### src/rtl/divider_restoring_seq_pkg.sv
// Shared definitions for the sequential restoring divider: FSM encoding and
// counter sizing helper.
package divider_restoring_seq_pkg;

  typedef enum logic [1:0] {
    S_IDLE = 2'd0,
    S_RUN  = 2'd1,
    S_DONE = 2'd2
  } div_state_e;

  localparam int DIV_DEFAULT_WIDTH = 8;

  // Counter holds step indices 0..w-1.
  function automatic int div_cnt_w(input int w);
    return (w > 1) ? $clog2(w) : 1;
  endfunction

endpackage

### src/rtl/divider_restoring_seq_step.sv
// One restoring-division step: shift in the next dividend bit, trial-subtract the
// divisor, keep the difference only when it does not borrow.
module div_step #(
  parameter int width = 8
) (
  input  logic [width-1:0] rem,
  input  logic             dvd_msb,
  input  logic [width-1:0] divisor,
  output logic [width-1:0] rem_next,
  output logic             qbit
);

  // rem < divisor on entry, so the shifted value needs width+1 bits; the
  // remainder's MSB is kept rather than dropped so large divisors stay exact.
  logic [width:0]   rem_sh;
  logic [width+1:0] diff;
  logic             unused_diff_msb;

  always_comb begin
    rem_sh   = {rem, dvd_msb};
    diff     = {1'b0, rem_sh} - {2'b00, divisor};
    qbit     = ~diff[width+1];
    rem_next = qbit ? diff[width-1:0] : rem_sh[width-1:0];
  end

  assign unused_diff_msb = diff[width];

endmodule

### src/rtl/divider_restoring_seq.sv
// Sequential unsigned restoring divider: one quotient bit per clock, IDLE/RUN/DONE
// FSM, registered q/r/dbz that hold until the next result.
module divider_restoring_seq
  import divider_restoring_seq_pkg::*;
#(
  parameter int width = DIV_DEFAULT_WIDTH
) (
  input  logic             clk,
  input  logic             rst,
  input  logic             start,
  input  logic [width-1:0] a,
  input  logic [width-1:0] b,
  output logic [width-1:0] q,
  output logic [width-1:0] r,
  output logic             busy,
  output logic             done,
  output logic             dbz
);

  localparam int CW = div_cnt_w(width);

  div_state_e       state_q, state_d;
  logic [CW-1:0]    cnt_q, cnt_d;
  logic [width-1:0] dvd_q, dvd_d;
  logic [width-1:0] rem_q, rem_d;
  logic [width-1:0] dvs_q, dvs_d;
  logic [width-1:0] q_q, q_d;
  logic [width-1:0] r_q, r_d;
  logic             dbz_q, dbz_d;

  logic [width-1:0] step_rem;
  logic             step_qbit;
  logic             accept;
  logic             last_step;

  div_step #(.width(width)) u_step (
    .rem      (rem_q),
    .dvd_msb  (dvd_q[width-1]),
    .divisor  (dvs_q),
    .rem_next (step_rem),
    .qbit     (step_qbit)
  );

  assign accept    = start && (state_q != S_RUN);
  assign last_step = (cnt_q == CW'(width - 1));

  always_ff @(posedge clk or posedge rst) begin
    if (rst) state_q <= S_IDLE;
    else     state_q <= state_d;
  end

  always_comb begin
    state_d = state_q;
    case (state_q)
      S_IDLE, S_DONE: begin
        if (start)                 state_d = (b != '0) ? S_RUN : S_DONE;
        else if (state_q == S_DONE) state_d = S_IDLE;
      end
      S_RUN:   if (last_step) state_d = S_DONE;
      default: state_d = S_IDLE;
    endcase
  end

  always_comb begin
    busy = (state_q != S_IDLE);
    done = (state_q == S_DONE);
  end

  // Quotient bits fill the vacated LSBs of the dividend register.
  always_comb begin
    cnt_d = cnt_q;
    dvd_d = dvd_q;
    rem_d = rem_q;
    dvs_d = dvs_q;
    q_d   = q_q;
    r_d   = r_q;
    dbz_d = dbz_q;
    if (accept) begin
      dvd_d = a;
      dvs_d = b;
      rem_d = '0;
      cnt_d = '0;
      if (b == '0) begin
        q_d   = '1;
        r_d   = a;
        dbz_d = 1'b1;
      end
    end else if (state_q == S_RUN) begin
      dvd_d = {dvd_q[width-2:0], step_qbit};
      rem_d = step_rem;
      cnt_d = cnt_q + 1'b1;
      if (last_step) begin
        q_d   = {dvd_q[width-2:0], step_qbit};
        r_d   = step_rem;
        dbz_d = 1'b0;
      end
    end
  end

  always_ff @(posedge clk or posedge rst) begin
    if (rst) begin
      cnt_q <= '0;
      dvd_q <= '0;
      rem_q <= '0;
      dvs_q <= '0;
      q_q   <= '0;
      r_q   <= '0;
      dbz_q <= 1'b0;
    end else begin
      cnt_q <= cnt_d;
      dvd_q <= dvd_d;
      rem_q <= rem_d;
      dvs_q <= dvs_d;
      q_q   <= q_d;
      r_q   <= r_d;
      dbz_q <= dbz_d;
    end
  end

  assign q   = q_q;
  assign r   = r_q;
  assign dbz = dbz_q;

endmodule

### config.mk
export PLATFORM = sky130hd
export DESIGN_NAME = divider_restoring_seq
export DESIGN_NICKNAME = d
export VERILOG_FILES = /design/src/rtl/divider_restoring_seq_pkg.sv /design/src/rtl/divider_restoring_seq_step.sv /design/src/rtl/divider_restoring_seq.sv
export SDC_FILE = /design/constraint.sdc
export NUM_CORES = 1
export LEC_CHECK = 0
export ABC_AREA = 1
export CAP_MARGIN = 40
export CORE_ASPECT_RATIO = 0.75
export CORE_MARGIN = 3
export CORE_UTILIZATION = 35
export DETAILED_ROUTE_END_ITERATION = 10
export PLACE_DENSITY = 0.53
export SYNTH_ARGS = -nofsm -noshare
export SYNTH_HDL_FRONTEND = slang
export SYNTH_SLANG_ARGS = --single-unit
### constraint.sdc
create_clock -name clk -period 2.6 [get_ports clk]
set_input_delay 0.65 -clock clk [delete_from_list [all_inputs] [get_ports clk]]
set_output_delay 0.65 -clock clk [all_outputs]
set_load 0.01 [all_outputs]
### Word level (Yosys, flattened, before mapping)

Index checks and enable logic that the tools add are counted.

| storage, ports and cells | value |
|---|---|
| output and inout bits | 19 |
| bits of input ports | 19 |
| register bits | 46 |
| logic and storage cells | 52 |

| cells by class | value |
|---|---|
| multiplexer cells | 24 |
| $add $sub $neg | 2 |
| equality and inequality tests | 7 |
| bitwise logic cells | 1 |
| reduce and logical (&&, ||, !) cells | 10 |

Operators by type and width:

| operator | number |
|---|---|
| $mux 8 | 13 |
| $sub 9x8->10 | 1 |
| $logic_not 8->1 | 1 |
| $mux 2 | 4 |
| $reduce_bool 8->1 | 1 |
| $mux 3 | 2 |
| $reduce_bool 2->1 | 3 |
| $mux 1 | 4 |
| $ne 2x1->1 const B | 2 |
| $pmux 2 s2 | 1 |
| $add 3x1->3 const B | 1 |
| $eq 3x3->1 const B | 1 |
| $ne 3x3->1 const B | 1 |
| $reduce_and 3->1 | 1 |
| $eq 2x1->1 const B | 1 |
| $eq 2x2->1 const B | 1 |
| $logic_not 2->1 | 1 |
| $ne 2x2->1 const B | 1 |
| $reduce_and 2->1 | 1 |
| $reduce_or 2->1 | 1 |
| $logic_and 1x1->1 | 1 |
| $not 1->1 | 1 |

### Longest topological paths before layout

Gate-level depths: netlist of the first run.

| logic depth | value |
|---|---|
| word-level depth | 5 |
| gate-level depth with buffers | 13 |
| depth with buffers taken out | 13 |

### Modules after synthesis

From an unflattened synthesis of the first run, not the netlist that was laid out.

| second synthesis, totals | value |
|---|---|
| cells, all modules | 330 |
| area, all modules | 2625.0 µm² |

By module, submodules not included:

| module | seq. area each (µm²) | area each (µm²) | times used | cells each |
|---|---|---|---|---|
| divider_restoring_seq | 1151.1 | 2014.4 | 1 | 226 |
| div_step | 0.0 | 610.6 | 1 | 104 |

### Worst setup path before layout of the first run

No wires, ideal clock.

| timing path | value |
|---|---|
| path kind | reg2reg |
| from | register rem_q[2] |
| to | register r_q[2], in the netlist r[2] |
| path buffers | 0 |
| clock period less this slack | 1669 ps |
| library setup time | 113 ps |
| arrival time | 1556 ps |
| required time | 2487 ps |
| stages on the path, launching flop included | 12 |
| path slack | 931 ps |
| cell sequence | dfrtp_1 ha_1 nand2_1 inv_1 nand2_1 a21oi_2 nor2_4 nor2_8 nand2_2 nand3_1 nand2_1 inv_1 |

| between the ends | value |
|---|---|
| word-level cells in the longest chain between the ends | 5 |

Ends and longest elaborated chain:

| what | RTL line | source |
|---|---|---|
| start: declaration | divider_restoring_seq.sv:25 | `logic [width-1:0] rem_q, rem_d;` |
| start signal: assignment | divider_restoring_seq.sv:112 | `rem_q <= rem_d;` |
| $sub 9x8->10 | divider_restoring_seq_step.sv:21 | `diff = {1'b0, rem_sh} - {2'b00, divisor};` |
| $mux 8 | divider_restoring_seq_step.sv:23 | `rem_next = qbit ? diff[width-1:0] : rem_sh[width-1:0];` |
| $mux 8 | divider_restoring_seq.sv:92 | `if (last_step) begin` |
| $mux 8 | divider_restoring_seq.sv:88 | `end else if (state_q == S_RUN) begin` |
| $mux 8 | divider_restoring_seq.sv:78 | `if (accept) begin` |
| end signal: assignment | divider_restoring_seq.sv:115 | `r_q <= r_d;` |
| end: declaration | divider_restoring_seq.sv:28 | `logic [width-1:0] r_q, r_d;` |

Every way passes these cells. The select of a mux whose other input is x is not followed.
A chain may end at the register's enable or synchronous reset.

### Final worst setup path of the first run

| timing path | value |
|---|---|
| from | input b[6] |
| to | register r_q[7], in the netlist r[7] |

| between the ends | value |
|---|---|
| word-level cells in the longest chain between the ends | 3 |

Ends and longest elaborated chain:

| what | RTL line | source |
|---|---|---|
| start: declaration | divider_restoring_seq.sv:12 | `input logic [width-1:0] b,` |
| $logic_not 8->1 | divider_restoring_seq.sv:83 | `if (b == '0) begin` |
| $ne 2x1->1 (no line) | n/a |  |
| $reduce_and 3->1 (no line) | n/a |  |

Every way passes these cells.

==> metrics.md, run 1 <==
| Metric | Value |
|---|---|
| Comb pwr share | `between 50% and 60%` |
| Multi-input logic area | `1160 um^2` |
| Int Power | `0.00236 W` |
| Switching power | `0.00191 W` |
| Mean Syn Cell Area | `8.10 um^2` |
| Worst Skew | `approximately 0.0064 ns` |
| Synth Register Bits | `46` |
| Row cnt | `26` |
| Initial antenna violation count | `0` |
| Fin crit share | `78.4%` |
| Util after Layout | `45.2%` |
| Via count | `around 2.1k` |
| Wirelength per Cell | `about 13 um` |
| Most frequent cells in the layout | `89 x nand2_1, 46 x dfrtp_1, 43 x inv_1` |
| Yosys Warn Count | `0` |
| Ant. Diodes | `0` |
| Syn Std Cell Area | `2540 um^2` |
| Clock buffer depth | `2` |
| PortBufs | `37` |
| Vias in the first global route | `2006` |
| Fin crit period | `2.04 ns` |
| Clock sinks | `46` |
| Clock share of power | `12.0%` |
| Worst-Margin Slew | `between 0.6 and 0.7 ns` |
| Initial DRC count | `90` |
| Most common cell after layout, fill and taps aside | `nand2_1` |
| Clk slew on worst S/H paths | `0.09 ns` |
| DRT antenna net count | `0` |
| Vias/cell | `between 4 and 5` |
| Critical setup path kind | `in2reg` |
| First-pass GRT wire length | `10400 um` |
| # IOs | `38` |
| Startpoint types | `input port` |
| FF+latch area | `roughly 1200 um^2` |
| Die height | `79.8 um` |
| Grt ovf | `0` |
| Worst rel slew slack | `58.9%` |
| Detailed Routing Iterations Pass 1 | `4` |
| P&R area growth vs syn | `23.1%` |
| Sequential Power Share | `between 20% and 30%` |
| Max Cap Viol | `0` |
| CTS tree | `yes` |
| Initial core utilization | `36.7%` |
| Yosys cell types | `32` |
| Drt total wl | `6000 um` |
| Clock Latency Late Sink | `around 0.29 ns` |
| Switching share of total power | `44.7%` |
| Gate Count Post-Synth | `314` |
| Req. time, crit path | `2.80 ns` |
| RSZ-0062 raised after global routing | `false` |
| Root Buffer | `clkbuf_8` |
| Post-DP HPWL | `4440 um` |
| Final net count | `385` |
| Htree depth | `2` |
| Core area | `6930 um^2` |
| Final Hold Fails | `0` |
| Crit path max fanout | `27` |
| Layout cells sized above 1 | `roughly 9.0%` |
| Crit path capture type | `flip-flop` |
| Hold Path Class | `reg2reg` |
| Setup TNS | `0 ns` |
| CTS Buf Count | `5` |
| Die ar. | `~8300 um^2` |
| Worst vdd ir | `0.000478 V` |
| Fill cells | `731` |
| Postcts setup bufs | `0` |
| Seq/Total Area, Yosys | `45.3%` |
| Outcome | `finished clean` |
| Pins Over Slew Limit | `0` |
| Routability cong. | `0.862` |
| Largest net degree at the start of global routing | `47` |
| Cell area power density | `~1400 nW/um^2` |
| CTS Hold Bufs | `0` |
| Fmax | `between 400 and 500 MHz` |
| CTS-repair resized insts | `0` |
| DR DRC count | `0` |
| Syn_nets | `344` |
| Die width | `104 um` |
| P_leak | `around 1.6 nW` |
| Critical Path AT | `2.23 ns` |
| Setup violators final | `0` |
| GR Util All Layers | `15.6%` |
==> final timing paths <==
path                          start       end  slack (ns)  cells past startpoint
setup / recovery               b[6]      r[7]        0.56                     10
hold / removal                  dbz       dbz        0.50                      2
setup reg to reg           rem_q[5]      r[0]        0.59                     11
hold reg to reg                 dbz       dbz        0.50                      2
max in group asynchronous       rst  rem_q[2]        1.34                      3
min in group asynchronous       rst  cnt_q[2]        0.83                      3
==> registers in the layout, summed over array words and instances, names as in the netlist <==
name	count
dvd_q	8
dvs_q	8
q	8
r	8
rem_q	8
cnt_q	3
state_q	2
dbz	1
==> area by class of cell <==
class                   count  area share [%]
well taps                  98            3.92
inverters                  48            5.91
flip-flops and latches     46            36.8
repair buffers             41            12.8
multi-input cells         213            37.1
clock buffers               8            3.52
==> layer usage <==
| layer | track usage, % | up-vias | wire, um |
|---|---|---|---|
| met5 | 0 | - | 0 |
| met4 | 2.92 | 0 | 12 |
| met2 | 20.9 | 43 | 2270 |
| met1 | 25.0 | 957 | 3450 |
| met3 | 3.72 | 2 | 265 |
| li1 | - | 1074 | - |
==> critical path, cell delays in order <==
cell and delay (ns):
clkdlybuf4s50_1 0.42, nor2_1 0.11, nand2_1 0.09, nor2_1 0.24
nand2_4 0.10, nand2_4 0.21, and2_1 0.19, nand3_1 0.11
nand2_1 0.07, inv_1 0.03
==> synth_stat cells <==
library cell / count / area, um^2
a21oi_1: 7 / 35.0
a21oi_2: 1 / 8.76
a22o_1: 2 / 17.5
a31oi_1: 4 / 25.0
and2_1: 7 / 43.8
buf_2: 3 / 15.0
buf_6: 2 / 22.5
clkbuf_1: 2 / 7.51
dfrtp_1: 46 / 1150
fa_1: 1 / 20.0
ha_1: 10 / 125
inv_1: 44 / 165
inv_2: 2 / 7.51
inv_4: 2 / 12.5
nand2_1: 89 / 334
nand2_2: 8 / 50.1
nand2_4: 3 / 33.8
nand3_1: 23 / 115
nand4_1: 2 / 12.5
nor2_1: 18 / 67.6
nor2_4: 2 / 22.5
nor2_8: 1 / 20.0
nor3_1: 1 / 5.00
o21ai_0: 11 / 55.1
o21ai_1: 1 / 5.00
o221ai_1: 7 / 61.3
o22ai_1: 1 / 6.26
o31ai_1: 1 / 7.51
or2_0: 2 / 12.5
or2_1: 7 / 43.8
xnor2_1: 1 / 8.76
xor2_1: 3 / 26.3
==> logic make-up (layout without fill, tap and decap cells) <==
logic type                 Yosys count  count (layout)  synth area share [%]
adders and majority gates           11              11                  5.71
xor gates and xnor gates             4               4                  1.38
DFF                                 46              46                  45.3
AOI/OAI and AO/OA                   35              35                  8.71
buffers and inverters               55              97                  9.05
and+or+nand+nor                    163             163                  29.9
==> per-stage QoR <==
stage / power [W] / hold slack (ns) / instance area, um^2 / setup WS, ns / instances
floorplan: 0.00304 / 0.448 / 2540 / 0.862 / 314
finish: 0.00426 / 0.497 / 3130 / 0.562 / 454
detailed placement: 0.00376 / 0.481 / 3020 / 0.216 / 446
global placement: 0.00378 / 0.489 / 3020 / 0.228 / 446
global route: 0.00473 / 0.525 / 3130 / 0.383 / 454
CTS: 0.00431 / 0.504 / 3130 / 0.517 / 454
==> power by group through the flow <==
stage,Combinational (W),Clock (W),Sequential (W)
floorplan,0.00176,0,0.00128
global placement,0.00251,0,0.00126
detailed placement,0.00250,0,0.00126
CTS,0.00253,0.000534,0.00125
global route,0.00287,0.000569,0.00129
finish,0.00251,0.000511,0.00124
(Power assumes the default switching activity.)
==> inputs of run 2 (changes only) <==
clock period = 2.07 ns   (was 2.6 ns; I/O delays follow)
==> run 2 against run 1 <==
Non-clock buffer count is 9 higher. Via count increased by 0.87%. Clock skew increased by 0.0038 ns. First-iteration DRC count increased by 11%. Hold slack improved by 0.019 ns. Utilization grew 1.6 points. Sequential share of layout area fell by 1.3 points. Count of clock-buffer cells in the layout fell by 2. Die area unchanged. Global-route usage increased by 0.33 points. Sequential power is 27% higher. Register-to-register slack lost 0.43 ns. Largest cell class unchanged. Highest routed layer unchanged.
==> metrics.md, run 2 (synthesis results as in run 1) <==
| Metric | Value |
|---|---|
| Cell area power density | `1750 nW/um^2 (+29%)` |
| Initial DRC count | `100 (+11%)` |
| Worst r2r dst | `r[5]` |
| Drt total wl | `6340 um (+5.7%)` |
| Final net count | `395 (+2.6%)` |
| Vias/cell | `4.51 (-1.3%)` |
| Area after DPL | `3110 um^2 (+2.8%)` |
| Clk slew on worst S/H paths | `0.09 ns (about the same)` |
| Die width | `104 um (unchanged)` |
| Fin crit period | `~1.9 ns` |
| DR DRC count | `0 (unchanged)` |
| Root Buffer | `clkbuf_8` |
| Max Cap Viol | `0 (unchanged)` |
| Die ar. | `8340 um^2 (unchanged)` |
| Fmax | `524 MHz` |
| Most frequent cells in the layout | `89 x nand2_1, 46 x dfrtp_1, 43 x inv_1` |
| Initial antenna violation count | `0 (unchanged)` |
| Clock buffer depth | `2 (unchanged)` |
| Crit path capture type | `flip-flop` |
| Req. time, crit path | `2.31 ns (-0.49 ns)` |
| Largest net degree at the start of global routing | `47 (unchanged)` |
| Met1 Use GR | `25.7% (+0.66 points)` |
| Reg2reg start | `rem_q[3]` |
| Ant. Diodes | `0 (unchanged)` |
| Fill cells | `702 (-4.0%)` |
| CP peak stage delay | `0.47 ns (+0.05 ns)` |
| Gr busiest metal | `met1` |
| Detailed Routing Iterations Pass 1 | `4 (unchanged)` |
| # IOs | `38 (unchanged)` |
| Wirelength per Cell | `13.7 um (+3.5%)` |
| R2R Setup Slk | `0.16 ns (-0.43 ns)` |
| P&R area growth vs syn | `27.6%` |
| Worst-Margin Slew | `0.326 ns (-0.291 ns)` |
| Most common cell after layout, fill and taps aside | `nand2_1` |
| Crit-path slowest cell | `dfrtp_1` |
| Setup violators final | `0 (unchanged)` |
| Fin crit share | `between 90% and 100%` |
| Met3 Usage GRT | `3.56% (-0.16 points)` |
| Worst Path Buf+Inv | `3 (+1)` |
| Cell depth of the worst setup path | `12 (+2)` |
| Worst Skew | `0.0102 ns (+0.00380 ns)` |
| Clock sinks | `46 (unchanged)` |
| Worst rel slew slack | `78.3% (+19 points)` |
| P_leak | `1.63 nW (+2.9%)` |
| Outcome | `finished clean` |
| Core area | `6930 um^2 (unchanged)` |
| Critical setup path kind | `reg2reg` |
| Final Hold Fails | `0 (unchanged)` |
| Die height | `79.8 um (unchanged)` |
| Setup TNS | `0 ns (unchanged)` |
| Worst path cell trace | `ha_4 -> nand2_1 -> inv_1 -> nand2_1 -> a21oi_2 -> nor2_4 -> buf_12 -> nor2_4 -> nand2_2 -> nand3_1 -> nand2_1 -> inv_1` |
| Worst vdd ir | `0.000591 V (+24%)` |
| Initial core utilization | `36.7% (unchanged)` |
| Pins Over Slew Limit | `0 (unchanged)` |
| Via count | `2094 (+0.87%)` |
| Clock Latency Late Sink | `0.30 ns (about the same)` |
| CTS Hold Bufs | `0 (unchanged)` |
| CTS Buf Count | `5 (unchanged)` |
| GRT met2 Usage | `21.5% (+0.58 points)` |
| Hold Path Class | `reg2reg` |
| Final Cell Area | `3250 um^2 (+3.6%)` |
| Grt ovf | `0 (unchanged)` |
| Vias in the first global route | `2030 (+1.2%)` |
| Htree depth | `2 (unchanged)` |
| CP top delay family | `simple AND/OR/NAND/NOR gates` |
| CTS tree | `yes` |
| PortBufs | `37 (unchanged)` |
| Hold WS | `0.516 ns (+0.0191 ns)` |
| Crit path max fanout | `11 (-59%)` |
| CP Launch Point | `rem_q[3]` |
| GR Util All Layers | `16.0% (+0.33 points)` |
| Critical Path AT | `2.15 ns (-0.08 ns)` |
| DRT antenna net count | `0 (unchanged)` |
| Crit path capture | `r[5]` |
| Layout cells sized above 1 | `12.0% (+3.0 points)` |
| Routability cong. | `0.878 (+1.9%)` |
| Post-DP HPWL | `4640 um (+4.6%)` |
| Row cnt | `26 (unchanged)` |
| Startpoint types | `flip-flop` |
| Reg2Reg Depth | `12 (+1)` |
| First-pass GRT wire length | `10600 um (+1.7%)` |
| Most common cell on crit path | `nand2_1` |
[run 2: worst min-delay path by stage]
stage | startpoint | cells after the start | slack, ns | end
5_1_grt | dbz | 2 | 0.53 | dbz
6_report | cnt_q[1] | 1 | 0.52 | cnt_q[1]
4_1_cts | dbz | 2 | 0.51 | dbz
3_5_place_dp | dbz | 2 | 0.49 | dbz
2_1_floorplan | dvs_q[0] | 2 | 0.45 | dvs_q[0]
3_3_place_gp | dvs_q[0] | 2 | 0.49 | dvs_q[0]
[run 2: per-stage QoR]
step                      instances  utilization, %  worst slack (ns)  total power, W
final                           464            46.8             0.160         0.00568
after CTS                       462            46.2            0.0686         0.00558
after floorplan                 314               -             0.401         0.00381
after detailed placement        454            44.8           -0.0601         0.00496
after global placement          454            44.8           -0.0576         0.00494
after global routing            464            46.8          -0.00150         0.00627
[run 2: per-layer routing]
layer | vias up | wire length [um]
li1 | 1092 | -
met1 | 957 | 3570
met2 | 43 | 2420
met3 | 2 | 329
met4 | 0 | 19
met5 | - | 0
[run 2: where the power goes]
part / leakage [nW] / switching, W / internal, W / total, W
Clock: 0.0472 / 0.000318 / 0.000269 / 0.000587
Sequential: 0.552 / 0.000249 / 0.00133 / 0.00158
Combinational: 1.03 / 0.00197 / 0.00154 / 0.00351
Total: 1.63 / 0.00254 / 0.00315 / 0.00568
[run 2: what timing repair did]
action,in CTS,in global routing
setup buffers,0,1
gates resized for setup,0,2
setup endpoints to repair,0,16
[run 2: final cells by class]
class | instances | area, um^2 | share of cell area [%]
multi-input cells | 214 | 1200 | 36.9
flip-flops and latches | 46 | 1150 | 35.5
repair buffers | 50 | 493 | 15.2
inverters | 48 | 185 | 5.71
well taps | 98 | 123 | 3.78
clock buffers | 6 | 82.6 | 2.54
clock inverters | 2 | 12.5 | 0.386
==> inputs of run 3 (changes only) <==
CAP_MARGIN = default   (was 40)
==> results of run 3 <==
No change in the layout: final DEF, timing and power equal those of run 2.
